[src/rtl/uart_rx_fifo.sv]
// 8N1 UART receiver with a small byte FIFO and valid/ready drain.
// Detects framing errors (low stop bit) and flags dropped bytes as sticky overflow.
module uart_rx_fifo #(
  parameter int unsigned CLKS_PER_BIT = 1,
  parameter int unsigned FIFO_DEPTH   = 4
) (
  input  logic                          clk,
  input  logic                          reset,
  input  logic                          rx_pin,
  output logic [7:0]                    data_out,
  output logic                          data_valid,
  input  logic                          data_ready,
  output logic [$clog2(FIFO_DEPTH):0]   level,
  output logic                          frame_err,
  output logic                          overflow
);

  localparam int unsigned PtrW = $clog2(FIFO_DEPTH);
  localparam int unsigned CntW = 7;
  localparam logic [CntW-1:0] Half   = CntW'((CLKS_PER_BIT - 1) / 2);
  localparam logic [CntW-1:0] BitMax = CntW'(CLKS_PER_BIT - 1);
  localparam logic [PtrW:0]   Full   = (PtrW+1)'(FIFO_DEPTH);

  typedef enum logic [2:0] {StIdle, StStart, StData, StStop, StWaitIdle} state_e;

  logic sync_q, rx_s;

  always_ff @(posedge clk or posedge reset) begin
    if (reset) begin
      sync_q <= 1'b1;
      rx_s   <= 1'b1;
    end else begin
      sync_q <= rx_pin;
      rx_s   <= sync_q;
    end
  end

  state_e          state_q, state_d;
  logic [CntW-1:0] cnt_q, cnt_d;
  logic [2:0]      bit_q, bit_d;
  logic [7:0]      shift_q, shift_d;
  logic            push, frame_err_d;

  // cnt_q holds the cycles remaining until the next bit sample.
  always_comb begin
    state_d     = state_q;
    cnt_d       = cnt_q;
    bit_d       = bit_q;
    shift_d     = shift_q;
    push        = 1'b0;
    frame_err_d = 1'b0;
    unique case (state_q)
      StIdle: begin
        if (!rx_s) begin
          bit_d = 3'd0;
          // With no half-bit offset the start sample is this very cycle.
          if (Half == '0) begin
            state_d = StData;
            cnt_d   = BitMax;
          end else begin
            state_d = StStart;
            cnt_d   = Half - CntW'(1);
          end
        end
      end
      StStart: begin
        if (cnt_q != '0) begin
          cnt_d = cnt_q - CntW'(1);
        end else if (rx_s) begin
          state_d = StIdle;
        end else begin
          state_d = StData;
          cnt_d   = BitMax;
        end
      end
      StData: begin
        if (cnt_q != '0) begin
          cnt_d = cnt_q - CntW'(1);
        end else begin
          shift_d[bit_q] = rx_s;
          bit_d          = bit_q + 3'd1;
          cnt_d          = BitMax;
          if (bit_q == 3'd7) state_d = StStop;
        end
      end
      StStop: begin
        if (cnt_q != '0) begin
          cnt_d = cnt_q - CntW'(1);
        end else if (rx_s) begin
          push    = 1'b1;
          state_d = StIdle;
        end else begin
          frame_err_d = 1'b1;
          state_d     = StWaitIdle;
        end
      end
      StWaitIdle: begin
        if (rx_s) state_d = StIdle;
      end
      default: state_d = StIdle;
    endcase
  end

  logic [7:0]      mem_q [FIFO_DEPTH];
  logic [PtrW-1:0] wr_q, rd_q;
  logic [PtrW:0]   count_q;
  logic            frame_err_q, overflow_q;
  logic            full, pop, push_ok;

  assign full    = (count_q == Full);
  assign pop     = data_valid && data_ready;
  // A full FIFO still accepts a byte when the head leaves in the same cycle.
  assign push_ok = push && (!full || pop);

  always_ff @(posedge clk or posedge reset) begin
    if (reset) begin
      state_q     <= StIdle;
      cnt_q       <= '0;
      bit_q       <= 3'd0;
      shift_q     <= 8'h00;
      wr_q        <= '0;
      rd_q        <= '0;
      count_q     <= '0;
      frame_err_q <= 1'b0;
      overflow_q  <= 1'b0;
    end else begin
      state_q     <= state_d;
      cnt_q       <= cnt_d;
      bit_q       <= bit_d;
      shift_q     <= shift_d;
      frame_err_q <= frame_err_d;
      if (push && !push_ok) overflow_q <= 1'b1;
      if (push_ok) wr_q <= wr_q + PtrW'(1);
      if (pop) rd_q <= rd_q + PtrW'(1);
      if (push_ok && !pop) begin
        count_q <= count_q + (PtrW+1)'(1);
      end else if (pop && !push_ok) begin
        count_q <= count_q - (PtrW+1)'(1);
      end
    end
  end

  always_ff @(posedge clk) begin
    if (push_ok) mem_q[wr_q] <= shift_q;
  end

  assign data_valid = (count_q != '0);
  assign data_out   = data_valid ? mem_q[rd_q] : 8'h00;
  assign level      = count_q;
  assign frame_err  = frame_err_q;
  assign overflow   = overflow_q;

endmodule

[config.mk]
export PLATFORM = sky130hd
export DESIGN_NAME = uart_rx_fifo
export DESIGN_NICKNAME = d
export VERILOG_FILES = /design/src/rtl/uart_rx_fifo.sv
export SDC_FILE = /design/constraint.sdc
export NUM_CORES = 1
export LEC_CHECK = 0
export CORE_UTILIZATION = 40
export CTS_CLUSTER_DIAMETER = 200
export DETAILED_ROUTE_END_ITERATION = 16
export GPL_TIMING_DRIVEN = 0
export SETUP_SLACK_MARGIN = 0.02
export SYNTH_ARGS = -nofsm -noshare
export SYNTH_HDL_FRONTEND = slang
export SYNTH_SLANG_ARGS = --single-unit
[constraint.sdc]
create_clock -name clk -period 3.2 [get_ports clk]
set_input_delay 0.32 -clock clk [delete_from_list [all_inputs] [get_ports clk]]
set_output_delay 0.32 -clock clk [all_outputs]
set_load 0.05 [all_outputs]
Word-level counts from Yosys, hierarchy flattened
Memories as Yosys holds them, arrays and structs flattened.
Cells that the tools add are included.
- add/subtract/negate cells: 6
- order comparisons: 2
- equality and inequality tests: 13
- multiplexer cells: 31
- bitwise operators: 1
- reduce and logical (&&, ||, !) cells: 20
- operators with widths (cell ; count):
    3-bit 2-to-1 mux ; 11
    7-bit 2-to-1 mux ; 4
    7-bit one-hot mux with 4 select lines ; 1
    3-bit one-hot mux with 5 select lines ; 1
    2-bit != test (second input constant) ; 7
    3-bit == test (second input constant) ; 3
    1-bit 2-to-1 mux ; 9
    8-bit bitwise mux ; 1
    8-bit 2-to-1 mux ; 1
    7-bit nonzero test ; 1
    7-bit by 1-bit subtractor with 7-bit output (second input constant) ; 1
    3-bit by 1-bit adder with 3-bit output (second input constant) ; 2
    3-bit by 2-bit == test with 1-bit output (second input constant) ; 2
    1-bit logical AND ; 6
    3-bit one-hot mux with 2 select lines ; 1
    6-bit AND reduction ; 1
    2-bit by 1-bit adder with 2-bit output (second input constant) ; 2
    3-bit by 4-bit < comparator with 1-bit output (second input constant) ; 1
    2-bit AND reduction ; 2
    2-bit nonzero test ; 2
    4-bit nonzero test ; 1
    1-bit demux with 3-bit select ; 1
    3-bit by 1-bit == test with 1-bit output (second input constant) ; 1
    3-bit by 1-bit >= comparator with 1-bit output (second input constant) ; 1
    8 further kinds ; 10
- bits in registers: 32
- bits in writable memories: 32
- input bits: 4
- output and inout bits: 14
- logic and storage cells: 85
- memories: 1
- memories (memory ; words ; bits a word ; rd ports ; clocked after Yosys merged registers in ; write ports ; line ; RTL):
    mem_q ; 4 ; 8 ; 1 ; 0 ; 1 ; 104 ; logic [7:0] mem_q [FIFO_DEPTH];

Logic depth before layout (Yosys ltp)
- depth in word-level cells: 8
- depth in mapped cells: 11
- mapped depth without buffers: 11

Least setup slack after synthesis
No wires, ideal clock.
- path type: reg2reg
- start: reg cnt_q[0]
- end: reg count_q[2] (netlist: level[2])
- arrival time: 2499 ps
- required time: 3118 ps
- setup slack: 619 ps
- stages on the path, launching flop included: 12
- buffers on the path: 0
- path through: dfrtp_1 -> inv_1 -> ha_1 -> nor4b_4 -> nand2_2 -> nor4_4 -> ha_1 -> inv_1 -> fa_1 -> xor2_1 -> nor2_1 -> xor2_1
- word-level cells in the longest chain between the ends: 7
- elaborated cells between the ends (all ways): 9
- RTL lines (item ; line ; RTL):
    start, declared ; 39 ; logic [CntW-1:0] cnt_q, cnt_d;
    start signal, assigned ; 128 ; cnt_q <= cnt_d;
    7-bit nonzero test * ; 87 ; if (cnt_q != '0) begin
    1-bit 2-to-1 mux * ; 87 ;
    1-bit 2-to-1 mux * ; 52 ; unique case (state_q)
    1-bit logical AND * ; 113 ; assign push_ok = push && (!full || pop);
    net push_ok ; 108 ; logic full, pop, push_ok;
    1-bit zero test ; 137 ; end else if (pop && !push_ok) begin
    1-bit logical AND ; 137 ;
    2-bit nonzero test (no line) ; - ;
    end signal, assigned ; 136 ; count_q <= count_q + (PtrW+1)'(1);
    end signal, assigned ; 138 ; count_q <= count_q - (PtrW+1)'(1);
    end, declared ; 106 ; logic [PtrW:0] count_q;
The timed path passes the listed nets; every way through them passes the cells marked *.
A chain may end at the register's enable or synchronous reset.

Final worst setup path
Ends and elaborated chain as after synthesis.

==> impl_metrics.tcl <==
set metrics [dict create \
    outcome "completed" \
    vias 1673 \
    grt_antenna_before_repair 0 \
    layout-drive-gt1-share 0.185 \
    rsz0062_at_grt "false" \
    fp.dieH_microns 87.3 \
    syn_nets 223 \
    clockBufferDepth 2 \
    reg2reg_slack_ns 0.35 \
    drv_cap 0 \
    cts_tree "built" \
    ys_warn_count 0 \
    via_per_inst 4.94 \
    clock_power_share 0.207 \
    ant_nets 0 \
    ctsResizeCount 0 \
    start_util 0.421 \
    ioPinCount 18 \
    syn_area_per_cell_sq_um 13.9 \
    num_rows 30 \
    synth-edff-count 32 \
    path_class "reg2reg" \
    fin_util 0.494 \
    synth_area_leader_cell "edfxtp_1" \
    critPathArrivalTime_ns 3.11 \
    endpoint_kind "flop" \
    synth_area_leaders "edfxtp_1, dfrtp_1, mux4_2" \
    core-area_sq_um 6910 \
    postCtsHoldBufs 0 \
    clock.fmax_ghz 0.350 \
    cts_setup_buffers 0 \
    grt_max_degree 33 \
    fin_nets 252 \
    drc_errors 0 \
    fin_setup_tns_ns 0 \
    r2r_end "level[2]" \
    synth_seq_area_share 0.607 \
    final-seq-area_sq_um 1760 \
    first_iter_violations 72 \
    clkSlewWorstSetupHoldPaths_ns 0.07 \
    slew_headroom 0.440 \
    irDropWorstVdd_mv 0.265 \
    final-hold-violation-count 0 \
    synthDistinctLibCells 50 \
    fill_cells 638 \
    pwr-share-seq 0.377 \
    ys_seq_elements 64 \
    track_usage 0.147 \
    final.min_clock_period_ns 2.85 \
    cts_sinks 64 \
    io_buffers 17 \
    finalClockSkew_ns 0.00865 \
    multi_input_area_sq_um 1080 \
    clock_latency_ns 0.34 \
    min_path_type "in2async" \
    r2r-start "cnt_q[0]" \
    grt_first_pass_wirelength_microns 8210 \
    netlist_area_sq_um 2910 \
    clock-root-buffer "clkbuf_8" \
    dieArea_sq_um 7610 \
    reg2reg_depth 11 \
    p_sw_frac 0.384 \
    slew_violations 0 \
    placed_area_sq_um 3200 \
    htree_num_levels 3 \
    worst_setup_path_start_kind "flop" \
    die_x_microns 87.3 \
    synthTopCellsByCount "edfxtp_1, dfrtp_1, nand2_1" \
    tightest_slew_ns 0.828 \
    design_power_total_mw 3.25 \
    area_growth_pct 17.4 \
    setup_viol 0 \
    worstPathMaxFanout 7 \
    combPwrFrac 0.416 \
    leakagePower_nw 1.29 \
    power.density_nw_per_um2 952 \
    avgRoutedWirePerCell_microns 13.9 \
    routabilityCongestion 0.766 \
    first_global_vias 1707 \
    crit_required_ns 3.46 \
    finalCritPeriodShare 0.892 \
    syn-instance-count 209 \
    yosys_most_used_dff "edfxtp_1" \
    diodes 0 \
    synth.top_cell.area_share 0.330 \
    ys_async_sr_fraction 0.500 \
    wl_microns 4710 \
    design_area_sq_um 3410 \
    cts_buffers 9 \
    overflow 0 \
    yosysMostFrequentCell "edfxtp_1" \
    p_switching_mw 1.25 \
    firstDrtPassIters 4 \
    dp_hpwl_microns 3200 \
    p_int_mw 2.00 \
]
[power groups by stage]
stage / Clock [mW] / Sequential [mW] / Combinational [mW]
global placement: 0 / 1.24 / 1.36
floorplan: 0 / 1.30 / 0.946
global route: 0.728 / 1.26 / 1.48
finish: 0.672 / 1.23 / 1.35
CTS: 0.695 / 1.23 / 1.38
detailed placement: 0 / 1.24 / 1.37
[stage by stage]
stage	hold slack [ns]	setup WS [ns]	cells
after floorplan	0.324	0.619	209
after global placement	0.345	0.364	322
after detailed placement	0.347	0.335	322
after CTS	0.357	0.315	338
after global routing	0.214	0.0220	339
final	0.206	0.346	339
[state kept, by name (all words and copies together) (netlist names)]
signal,cells
overflow,1
frame_err,1
mem_q,32
rx_s,1
state_q,3
bit_q,3
rd_q,2
sync_q,1
shift_q,8
cnt_q,7
level,3
wr_q,2
[logic make-up after synthesis]
family          count (synthesis)  synth area share
fa+ha+maj                      10            0.0456
simple gates                   69             0.148
mux                            18             0.102
buf+inv                        17            0.0232
xor+xnor                        6            0.0181
compound gates                 25            0.0568
flops                          64             0.607
[metal layers]
layer	vias to the layer above	share of wire	track usage
met5	-	0	0
met4	0	0.024	0.0805
met3	8	0.025	0.0322
met2	24	0.49	0.239
met1	812	0.46	0.184
li1	829	-	-
[layout by cell type, fill, tap and decap left out, types with 2 or more instances in the layout]
master           count
edfxtp_1            32
dfrtp_1             30
clkdlybuf4s50_1     17
nand2_1             16
and2_1              13
nor2_1              10
ha_1                 9
clkbuf_8             9
a21oi_1              8
mux4_2               8
inv_1                7
nand3_1              6
clkbuf_1             5
mux2_2               5
xnor2_1              4
mux2_1               4
a31oi_1              4
nor3b_1              3
nor3_1               3
or3_1                2
o21bai_1             2
xor2_1               2
buf_2                2
nor4b_2              2
nand4b_1             2
clkinv_1             2
a21o_1               2
clkinvlp_4           2
dfstp_2              2
[how the worst max path moves through the flow]
| stage | endpoint | cells after the start | slack [ns] | from |
|---|---|---|---|---|
| finish | level[2] | 11 | 0.35 | cnt_q[0] |
| global route | level[2] | 11 | 0.02 | cnt_q[0] |
| CTS | level[2] | 11 | 0.32 | cnt_q[0] |
| detailed placement | level[2] | 11 | 0.33 | cnt_q[0] |
| global placement | level[1] | 7 | 0.36 | data_ready |
| floorplan | level[2] | 11 | 0.62 | cnt_q[0] |
[worst max-delay path, stage by stage, from the launching register on]
cell and delay [ns]:
dfrtp_1 0.41, inv_1 0.09, ha_1 0.19, nor4b_4 0.37, nand2_2 0.15, nor4_4 0.46
ha_1 0.26, inv_1 0.06, fa_1 0.37, xor2_1 0.17, nor2_1 0.11, xor2_1 0.14
[cell type report]
| class | instances | area share |
|---|---|---|
| inverter | 8 | 0.00880 |
| clock inverter | 7 | 0.0209 |
| tap | 96 | 0.0352 |
| buffer | 9 | 0.0110 |
| multi-input combinational | 128 | 0.315 |
| clock buffer | 9 | 0.0363 |
| sequential | 64 | 0.517 |
| timing repair buffer | 18 | 0.0557 |
Note: power is estimated with default switching activity, not from simulation.
